## config.mk

```make
export PLATFORM = sky130hd
export DESIGN_NAME = imm_gen_pipe
export DESIGN_NICKNAME = d
export VERILOG_FILES = /design/src/rtl/imm_gen_pipe.sv
export SDC_FILE = /design/constraint.sdc
export NUM_CORES = 1
export LEC_CHECK = 0
export ABC_AREA = 1
export BUFFER_PORTS_ARGS = -buffer_cell sky130_fd_sc_hd__buf_2
export CAP_MARGIN = 20
export CELL_PAD_IN_SITES_DETAIL_PLACEMENT = 1
export CELL_PAD_IN_SITES_GLOBAL_PLACEMENT = 1
export CORE_MARGIN = 2
export CORE_UTILIZATION = 39
export CTS_BUF_LIST = sky130_fd_sc_hd__clkbuf_16
export CTS_CLUSTER_DIAMETER = 50
export CTS_CLUSTER_SIZE = 40
export DETAILED_ROUTE_END_ITERATION = 6
export GPL_TIMING_DRIVEN = 0
export PLACE_DENSITY = 0.87
export SLEW_MARGIN = 10
export SYNTH_ARGS = -nofsm -noshare
export SYNTH_HDL_FRONTEND = slang
export SYNTH_SLANG_ARGS = --single-unit
```

## constraint.sdc

```tcl
create_clock -name clk -period 1.5 [get_ports clk]
set_input_delay 0.15 -clock clk [delete_from_list [all_inputs] [get_ports clk]]
set_output_delay 0.15 -clock clk [all_outputs]
set_load 0.005 [all_outputs]
```

## src/rtl/imm_gen_pipe.sv

```systemverilog
// Decode-stage immediate generator (I/S/B/U/J, optional Z via IMM_GEN_ZICSR_EN) with tag sideband.
// Latency 1 cycle; 2-entry skid buffer, in_ready is a registered function of buffer state only.
module imm_gen_pipe #(
   parameter int XLEN  = 32,
   parameter int TAG_W = 32
) (
   input  logic             clk,
   input  logic             rst_n,
   input  logic             flush,
   input  logic             in_valid,
   output logic             in_ready,
   input  logic [31:0]      in_instr,
   input  logic [2:0]       in_imm_src,
   input  logic [TAG_W-1:0] in_tag,
   output logic             out_valid,
   input  logic             out_ready,
   output logic [XLEN-1:0]  out_imm,
   output logic [TAG_W-1:0] out_tag,
   output logic             out_err
);

   typedef enum logic [1:0] {
      EMPTY = 2'd0,
      ONE   = 2'd1,
      FULL  = 2'd2
   } state_e;

   state_e           state_q, state_d;
   logic [XLEN-1:0]  out_imm_q, out_imm_d, skid_imm_q, skid_imm_d;
   logic [TAG_W-1:0] out_tag_q, out_tag_d, skid_tag_q, skid_tag_d;
   logic             out_err_q, out_err_d, skid_err_q, skid_err_d;

   logic [31:0]      raw_imm;
   logic             new_err;
   logic [XLEN-1:0]  new_imm;
   logic             accept;
   logic             unused_opcode;

   // Opcode bits never feed an immediate.
   assign unused_opcode = ^in_instr[6:0];

   always_comb begin
      raw_imm = '0;
      new_err = 1'b0;
      case (in_imm_src)
         3'b000: raw_imm = {{20{in_instr[31]}}, in_instr[31:20]};
         3'b001: raw_imm = {{20{in_instr[31]}}, in_instr[31:25], in_instr[11:7]};
         3'b010: raw_imm = {{19{in_instr[31]}}, in_instr[31], in_instr[7],
                            in_instr[30:25], in_instr[11:8], 1'b0};
         3'b011: raw_imm = {in_instr[31:12], 12'b0};
         3'b100: raw_imm = {{11{in_instr[31]}}, in_instr[31], in_instr[19:12],
                            in_instr[20], in_instr[30:21], 1'b0};
`ifdef IMM_GEN_ZICSR_EN
         3'b101: raw_imm = {27'b0, in_instr[19:15]};
`endif
         default: new_err = 1'b1;
      endcase
   end

   // Every format is already 32-bit sign-correct (Z has bit 31 clear), so one sign extension covers XLEN=64.
   assign new_imm = XLEN'($signed(raw_imm));

   assign in_ready  = (state_q != FULL);
   assign out_valid = (state_q != EMPTY);
   assign accept    = in_valid && in_ready;

   always_comb begin
      state_d    = state_q;
      out_imm_d  = out_imm_q;
      out_tag_d  = out_tag_q;
      out_err_d  = out_err_q;
      skid_imm_d = skid_imm_q;
      skid_tag_d = skid_tag_q;
      skid_err_d = skid_err_q;
      if (flush) begin
         state_d = EMPTY;
      end else begin
         case (state_q)
            EMPTY: begin
               if (accept) begin
                  state_d   = ONE;
                  out_imm_d = new_imm;
                  out_tag_d = in_tag;
                  out_err_d = new_err;
               end
            end
            ONE: begin
               if (accept && out_ready) begin
                  out_imm_d = new_imm;
                  out_tag_d = in_tag;
                  out_err_d = new_err;
               end else if (accept) begin
                  state_d    = FULL;
                  skid_imm_d = new_imm;
                  skid_tag_d = in_tag;
                  skid_err_d = new_err;
               end else if (out_ready) begin
                  state_d = EMPTY;
               end
            end
            FULL: begin
               if (out_ready) begin
                  state_d   = ONE;
                  out_imm_d = skid_imm_q;
                  out_tag_d = skid_tag_q;
                  out_err_d = skid_err_q;
               end
            end
            default: state_d = EMPTY;
         endcase
      end
   end

   always_ff @(posedge clk or negedge rst_n) begin
      if (!rst_n) begin
         state_q    <= EMPTY;
         out_imm_q  <= '0;
         out_tag_q  <= '0;
         out_err_q  <= 1'b0;
         skid_imm_q <= '0;
         skid_tag_q <= '0;
         skid_err_q <= 1'b0;
      end else begin
         state_q    <= state_d;
         out_imm_q  <= out_imm_d;
         out_tag_q  <= out_tag_d;
         out_err_q  <= out_err_d;
         skid_imm_q <= skid_imm_d;
         skid_tag_q <= skid_tag_d;
         skid_err_q <= skid_err_d;
      end
   end

   assign out_imm = out_imm_q;
   assign out_tag = out_tag_q;
   assign out_err = out_err_q;

endmodule
```

==> flow_metrics.env, run 1 <==
export IMPL_grt_max_degree=82
export IMPL_power_mw=11.5
export IMPL_place_area_sq_um=7250
export IMPL_vias=6053
export IMPL_rsz0062_at_grt="yes"
export IMPL_diodes=0
export IMPL_nets=1081
export IMPL_drtIter0Drc=327
export IMPL_fin_tns_setup_ns=-0.0342
export IMPL_n_fill_cell=2039
export IMPL_synth_seq_cells=132
export IMPL_synth_cell_type_count=19
export IMPL_rows=46
export IMPL_power_density_nw_per_um2=1430
export IMPL_antenna_left=0
export IMPL_final_layout_size_suffix_gt1_share_pct=22.9
export IMPL_pre_cts_ws_ns=-0.0617
export IMPL_clk_pin_slew_ns=0.06
export IMPL_critPathKind="flop to primary output"
export IMPL_via_per_inst=4.90
export IMPL_worst_slack_ns=-0.0342
export IMPL_netlist_area_sq_um=6290
export IMPL_status="complete, but fails checks"
export IMPL_max_stage_delay_ns=0.40
export IMPL_startpoint_type="flop"
export IMPL_max_cap_violations=0
export IMPL_min_period_over_period_pct=102
export IMPL_overflow=0
export IMPL_htreeDepth=4
export IMPL_die_h_um=131
export IMPL_gp_congestion=0.832
export IMPL_timing_rr_end="out_imm[9]"
export IMPL_synthesis_nets=914
export IMPL_endpoint_kind="primary output"
export IMPL_cts_buffers=17
export IMPL_final_common_cell="nand2_1"
export IMPL_drc=0
export IMPL_cp_slowest_cell="dfrtp_1"
export IMPL_finalHoldViolations=0
export IMPL_slew_viol_final=0
export IMPL_max_slew_margin_pct=65.7
export IMPL_cp_endpoint="in_ready"
export IMPL_drt_first_pass_iters=4
export IMPL_grt_pass1_vias=6339
export IMPL_dp_hpwl_mm=13.6
export IMPL_cp_required_ns=1.35
export IMPL_final_cell_mix="nand2_1, buf_2, dfrtp_1"
export IMPL_cts_tree="done"
export IMPL_ios=139
export IMPL_clockRootBuffer="clkbuf_16"
export IMPL_grt_usage_pct=23.6
export IMPL_synthCells=842
export IMPL_avgRoutedWirePerCell_um=15.9
export IMPL_yosysSeqAreaShare_pct=52.5
export IMPL_routed_wl_mm=19.6
export IMPL_setup_viol=1
export IMPL_power_leakage_nw=4.68
export IMPL_numPortBuffers=131
export IMPL_core_area_sq_um=15800
export IMPL_setup_worst_path_start="state_q[0]"
export IMPL_dieArea_sq_um=17200
export IMPL_reg2reg_depth=9
export IMPL_seq_area_sq_um=3300
export IMPL_violations="negative setup slack"
export IMPL_grt_pass1_wl_mm=31.4
export IMPL_cp_cell_sequence="inv_2 > nand2_4 > buf_6 > buf_12 > buf_6"
export IMPL_worst_r2r_startpoint="state_q[0]"
export IMPL_final_area_sq_um=8020
export IMPL_period_minus_slack_ns=1.53
export IMPL_die_x_um=131
export IMPL_multi_input_area_sq_um=2600
export IMPL_clock_skew_ns=0.00667
export IMPL_vdd_drop_max_mv=0.873
export IMPL_syn_avg_cell_area_sq_um=7.47
export IMPL_max_freq_mhz=652
export IMPL_hp_class="input port to flop"
export IMPL_initial_core_util_pct=39.7
export IMPL_synth_warnings=0
export IMPL_utilization_pct=50.7
export IMPL_r2r_setup_slack_ns=0
export IMPL_cts_sinks=132
export IMPL_worst_pin_slew_ns=0.514
export IMPL_crit_top_cell="buf_6"
export IMPL_areaGrowthSynthToFinish_pct=27.5
export IMPL_path_max_fanout=7
export IMPL_antenna_found_initial=0
export IMPL_clkLatencyLatePin_ns=0.42
export IMPL_cts_buffer_depth=2
export IMPL_cp_data_arrival_time_ns=1.38
[cells in the mapped netlist]
library cell	count	area share [%]
buf_2	28	2.2
buf_4	8	0.95
buf_6	2	0.36
clkbuf_1	9	0.54
clkinv_1	1	0.060
dfrtp_1	132	53
inv_1	39	2.3
inv_2	6	0.36
nand2_1	408	24
nand2_2	2	0.20
nand2_4	1	0.18
nand3_1	36	2.9
nand3_2	2	0.32
nand4_1	23	2.3
nor2_1	67	4.0
nor2_2	2	0.20
nor2_8	1	0.32
o21ai_0	70	5.6
o21ai_1	5	0.40
[sequential cells by signal, indices dropped and copies added, names as in the netlist]
name        cells
out_err         1
out_tag        32
state_q         2
out_imm        32
skid_err_q      1
skid_tag_q     32
skid_imm_q     32
[metrics by stage]
stage               hold WS, ns  std cells
floorplan                -0.146        842
global placement          0.420       1189
detailed placement        0.141       1190
CTS                    0.000248       1228
global route             0.0159       1235
finish                  0.00919       1235
[worst max-delay path: cells and delay by family (launching register included)]
kind                   cells  cell delay (ns)
and+or+nand+nor            1             0.07
DFF                        1             0.40
buffers and inverters      4             0.49
[power by group]
group          switching, mW  leakage [nW]  internal [mW]
Clock                   1.47         0.262           2.02
Combinational           1.49          2.73           1.14
Sequential             0.644          1.69           4.73
Total                   3.61          4.68           7.89
[per-layer routing]
layer | vias to the layer above | routed length [um] | track usage, %
li1 | 2951 | - | -
met1 | 2917 | 8640 | 30.2
met2 | 168 | 9620 | 40.3
met3 | 17 | 1140 | 5.01
met4 | 0 | 232 | 6.82
met5 | - | 0 | 0
[logic make-up after synthesis]
logic type / share of synthesized area (%)
AND/OR/NAND/NOR: 34.7
flip-flops: 52.5
buffers and inverters: 6.82
AO/OA/AOI/OAI: 5.97
[how the worst min path moves through the flow]
stage | from | end | slack [ns] | depth (start not counted)
finish | in_tag[28] | skid_tag_q[28] | 0.009 | 3
global route | in_tag[28] | skid_tag_q[28] | 0.02 | 3
CTS | in_tag[4] | skid_tag_q[4] | 0.0002 | 3
detailed placement | rst_n | out_tag[9] | 0.14 | 1
global placement | in_tag[26] | skid_tag_q[26] | 0.42 | 3
floorplan | rst_n | out_err | -0.15 | 0
[area by class of cell]
cell class | count | area share, %
Sequential cell | 132 | 41.2
Inverter | 46 | 2.23
Clock buffer | 17 | 5.30
Timing Repair Buffer | 148 | 10.3
Buffer | 47 | 4.55
Clock inverter | 12 | 0.686
Tap cell | 216 | 3.37
Multi-Input combinational cell | 617 | 32.4
[what timing repair did]
| item | 4_1_cts | 5_1_grt |
|---|---|---|
| setup endpoints to repair | 86 | 105 |
| endpoints found under the hold margin | 56 | 0 |
| resized for setup | 19 | 45 |
| cloned | 0 | 1 |
| pin swaps | 0 | 4 |
| hold buffers | 6 | 0 |
| buffers inserted | 3 | 6 |
Note: power is estimated with default switching activity, not from simulation.
==> inputs of run 2 (changes only) <==
--- a/config.mk
+++ b/config.mk
@@ -10,6 +10,7 @@
 export CAP_MARGIN = 20
 export CELL_PAD_IN_SITES_DETAIL_PLACEMENT = 1
 export CELL_PAD_IN_SITES_GLOBAL_PLACEMENT = 1
+export CORE_ASPECT_RATIO = 0.6
 export CORE_MARGIN = 2
 export CORE_UTILIZATION = 39
 export CTS_BUF_LIST = sky130_fd_sc_hd__clkbuf_16
==> run 2 against run 1 <==
  * Sequential power about the same
  * Critical path type unchanged
  * Routed wire length increased by 6.2%
  * Final cell count fell by 1.1%
  * Register-to-register slack about the same
  * First-iteration DRC count up 18%
  * Sequential share of layout area is 0.62 points lower
  * The flow still finishes with violations (negative setup slack)
  * Cell area is 1.5% higher
  * Largest power group unchanged
  * Highest routed layer unchanged
  * Global-route usage rose by 1.5 points
  * Core utilization grew 1.7 points
  * Clock skew up 0.0042 ns
  * Critical path depth unchanged
  * Die area increased by 0.20%
==> flow_metrics.env, run 2 (synthesis gave the netlist of run 1 again) <==
export IMPL_status="complete, but fails checks"
export IMPL_violations="negative setup slack"
export IMPL_clockRootBuffer="clkbuf_16"
export IMPL_cp_slowest_cell="dfrtp_1"
export IMPL_htreeDepth=4
export IMPL_setup_worst_path_start="state_q[0]"
export IMPL_core_area_sq_um=15500
export IMPL_startpoint_type="flop"
export IMPL_drc=0
export IMPL_worst_r2r_startpoint="state_q[0]"
export IMPL_critPathKind="flop to primary output"
export IMPL_cts_tree="done"
export IMPL_cp_endpoint="in_ready"
export IMPL_cts_buffer_depth=2
export IMPL_n_fill_cell=1962
export IMPL_worst_pin_slew_ns=0.676
export IMPL_die_x_um=168
export IMPL_endpoint_kind="primary output"
export IMPL_crit_top_cell="buf_8"
export IMPL_antenna_found_initial=0
export IMPL_timing_rr_end="out_imm[1]"
export IMPL_diodes=0
export IMPL_multi_input_area_sq_um=2600
export IMPL_clock_skew_ns=0.0109
export IMPL_period_minus_slack_ns=1.58
export IMPL_worst_slack_ns=-0.0785
export IMPL_power_density_nw_per_um2=1550
export IMPL_max_stage_delay_ns=0.40
export IMPL_nets=1078
export IMPL_routed_wl_mm=20.8
export IMPL_max_freq_mhz=634
export IMPL_vdd_drop_max_mv=0.721
export IMPL_max_cap_violations=0
export IMPL_rows=35
export IMPL_numPortBuffers=131
export IMPL_max_slew_margin_pct=55.0
export IMPL_gp_congestion=0.852
export IMPL_overflow=0
export IMPL_final_layout_size_suffix_gt1_share_pct=23.3
export IMPL_r2r_setup_slack_ns=-0.01
export IMPL_cp_depth=5
export IMPL_cts_buffers=17
export IMPL_dp_hpwl_mm=14.4
export IMPL_dieArea_sq_um=17200
export IMPL_grt_pass1_wl_mm=33.3
export IMPL_rsz0062_at_grt="yes"
export IMPL_stdcell_count=1221
export IMPL_seq_area_sq_um=3300
export IMPL_drtIter0Drc=386
export IMPL_ios=139
export IMPL_min_period_over_period_pct=105
export IMPL_drt_first_pass_iters=5
export IMPL_path_max_fanout=7
export IMPL_grt_max_degree=70
export IMPL_cp_required_ns=1.35
export IMPL_reg2reg_depth=8
export IMPL_finalHoldViolations=0
export IMPL_grt_pass1_vias=6300
export IMPL_cp_cell_sequence="inv_2 > nand2_4 > buf_8 > buf_8 > buf_6"
export IMPL_antenna_left=0
export IMPL_cp_data_arrival_time_ns=1.43
export IMPL_avgRoutedWirePerCell_um=17.1
export IMPL_final_common_cell="nand2_1"
export IMPL_path_buf_inv=4
export IMPL_vias=6171
export IMPL_die_h_um=102
export IMPL_cts_sinks=132
export IMPL_power_mw=12.6
export IMPL_areaGrowthSynthToFinish_pct=29.5
export IMPL_power_leakage_nw=4.71
export IMPL_pre_cts_ws_ns=-0.0584
export IMPL_setup_viol=3
export IMPL_slew_viol_final=0
export IMPL_dp_cells=1177
export IMPL_via_per_inst=5.05
export IMPL_hp_class="input port to flop"
export IMPL_cp_top_family="buffers and inverters"
export IMPL_initial_core_util_pct=40.5
export IMPL_final_cell_mix="nand2_1, buf_2, dfrtp_1"
export IMPL_grt_usage_pct=25.1
export IMPL_clk_pin_slew_ns=0.06
export IMPL_clkLatencyLatePin_ns=0.42
-- run 2: through the flow --
step                      area (sq um)  hold WS [ns]  setup TNS [ns]  utilization, %
after floorplan                   6290        -0.146               0               -
after global placement            7200         0.429         -218.62            46.3
after detailed placement          7230         0.219           -2.36            46.5
after CTS                         7990      0.000319           -1.39            51.4
after global routing              8150       0.00440           -2.90            52.4
final                             8150       0.00683         -0.0973            52.4
-- run 2: timing repair --
item,in CTS,in global routing
setup endpoints to repair,108,126
setup buffers,0,8
cloned,0,0
gates resized for setup,19,39
pin swaps,0,2
hold buffers,6,0
hold endpoints to repair,73,0
-- run 2: how the worst min path moves through the flow --
stage,startpoint,end,cells after the start
after CTS,in_tag[4],skid_tag_q[4],3
after detailed placement,rst_n,out_tag[21],1
after global routing,in_tag[16],skid_tag_q[16],3
after floorplan,rst_n,out_err,0
after global placement,in_tag[29],skid_tag_q[29],3
final,in_tag[12],skid_tag_q[12],3
-- run 2: cell type report --
| cell class | count | area share (%) |
|---|---|---|
| flip-flops and latches | 132 | 40.6 |
| inverters | 46 | 2.17 |
| multi-input cells | 617 | 32.0 |
| clock inverters | 14 | 2.56 |
| repair buffers | 146 | 10.2 |
| well taps | 203 | 3.12 |
| plain buffers | 46 | 4.24 |
| clock buffers | 17 | 5.22 |
-- run 2: routing by layer --
| metal | GRT usage (%) | routed length [um] | vias to the layer above |
|---|---|---|---|
| li1 | - | - | 2950 |
| met1 | 35.6 | 10200 | 3023 |
| met4 | 6.35 | 293 | 0 |
| met5 | 0 | 0 | - |
| met2 | 38.8 | 9110 | 163 |
| met3 | 6.31 | 1240 | 35 |
-- run 2: where the power goes --
part,internal (mW),leakage (nW),total (mW),switching [mW]
clock network,2.94,0.306,4.60,1.66
logic,1.12,2.72,2.66,1.55
registers,4.73,1.69,5.38,0.654
-- run 2: worst reg2reg max path: stages (launching register included) --
cell	delay [ns]
dfrtp_1	0.40
inv_2	0.14
nand2_4	0.09
nand2_1	0.12
nand3_4	0.13
buf_6	0.18
nor2_1	0.18
nand2_1	0.13
nand2_1	0.09
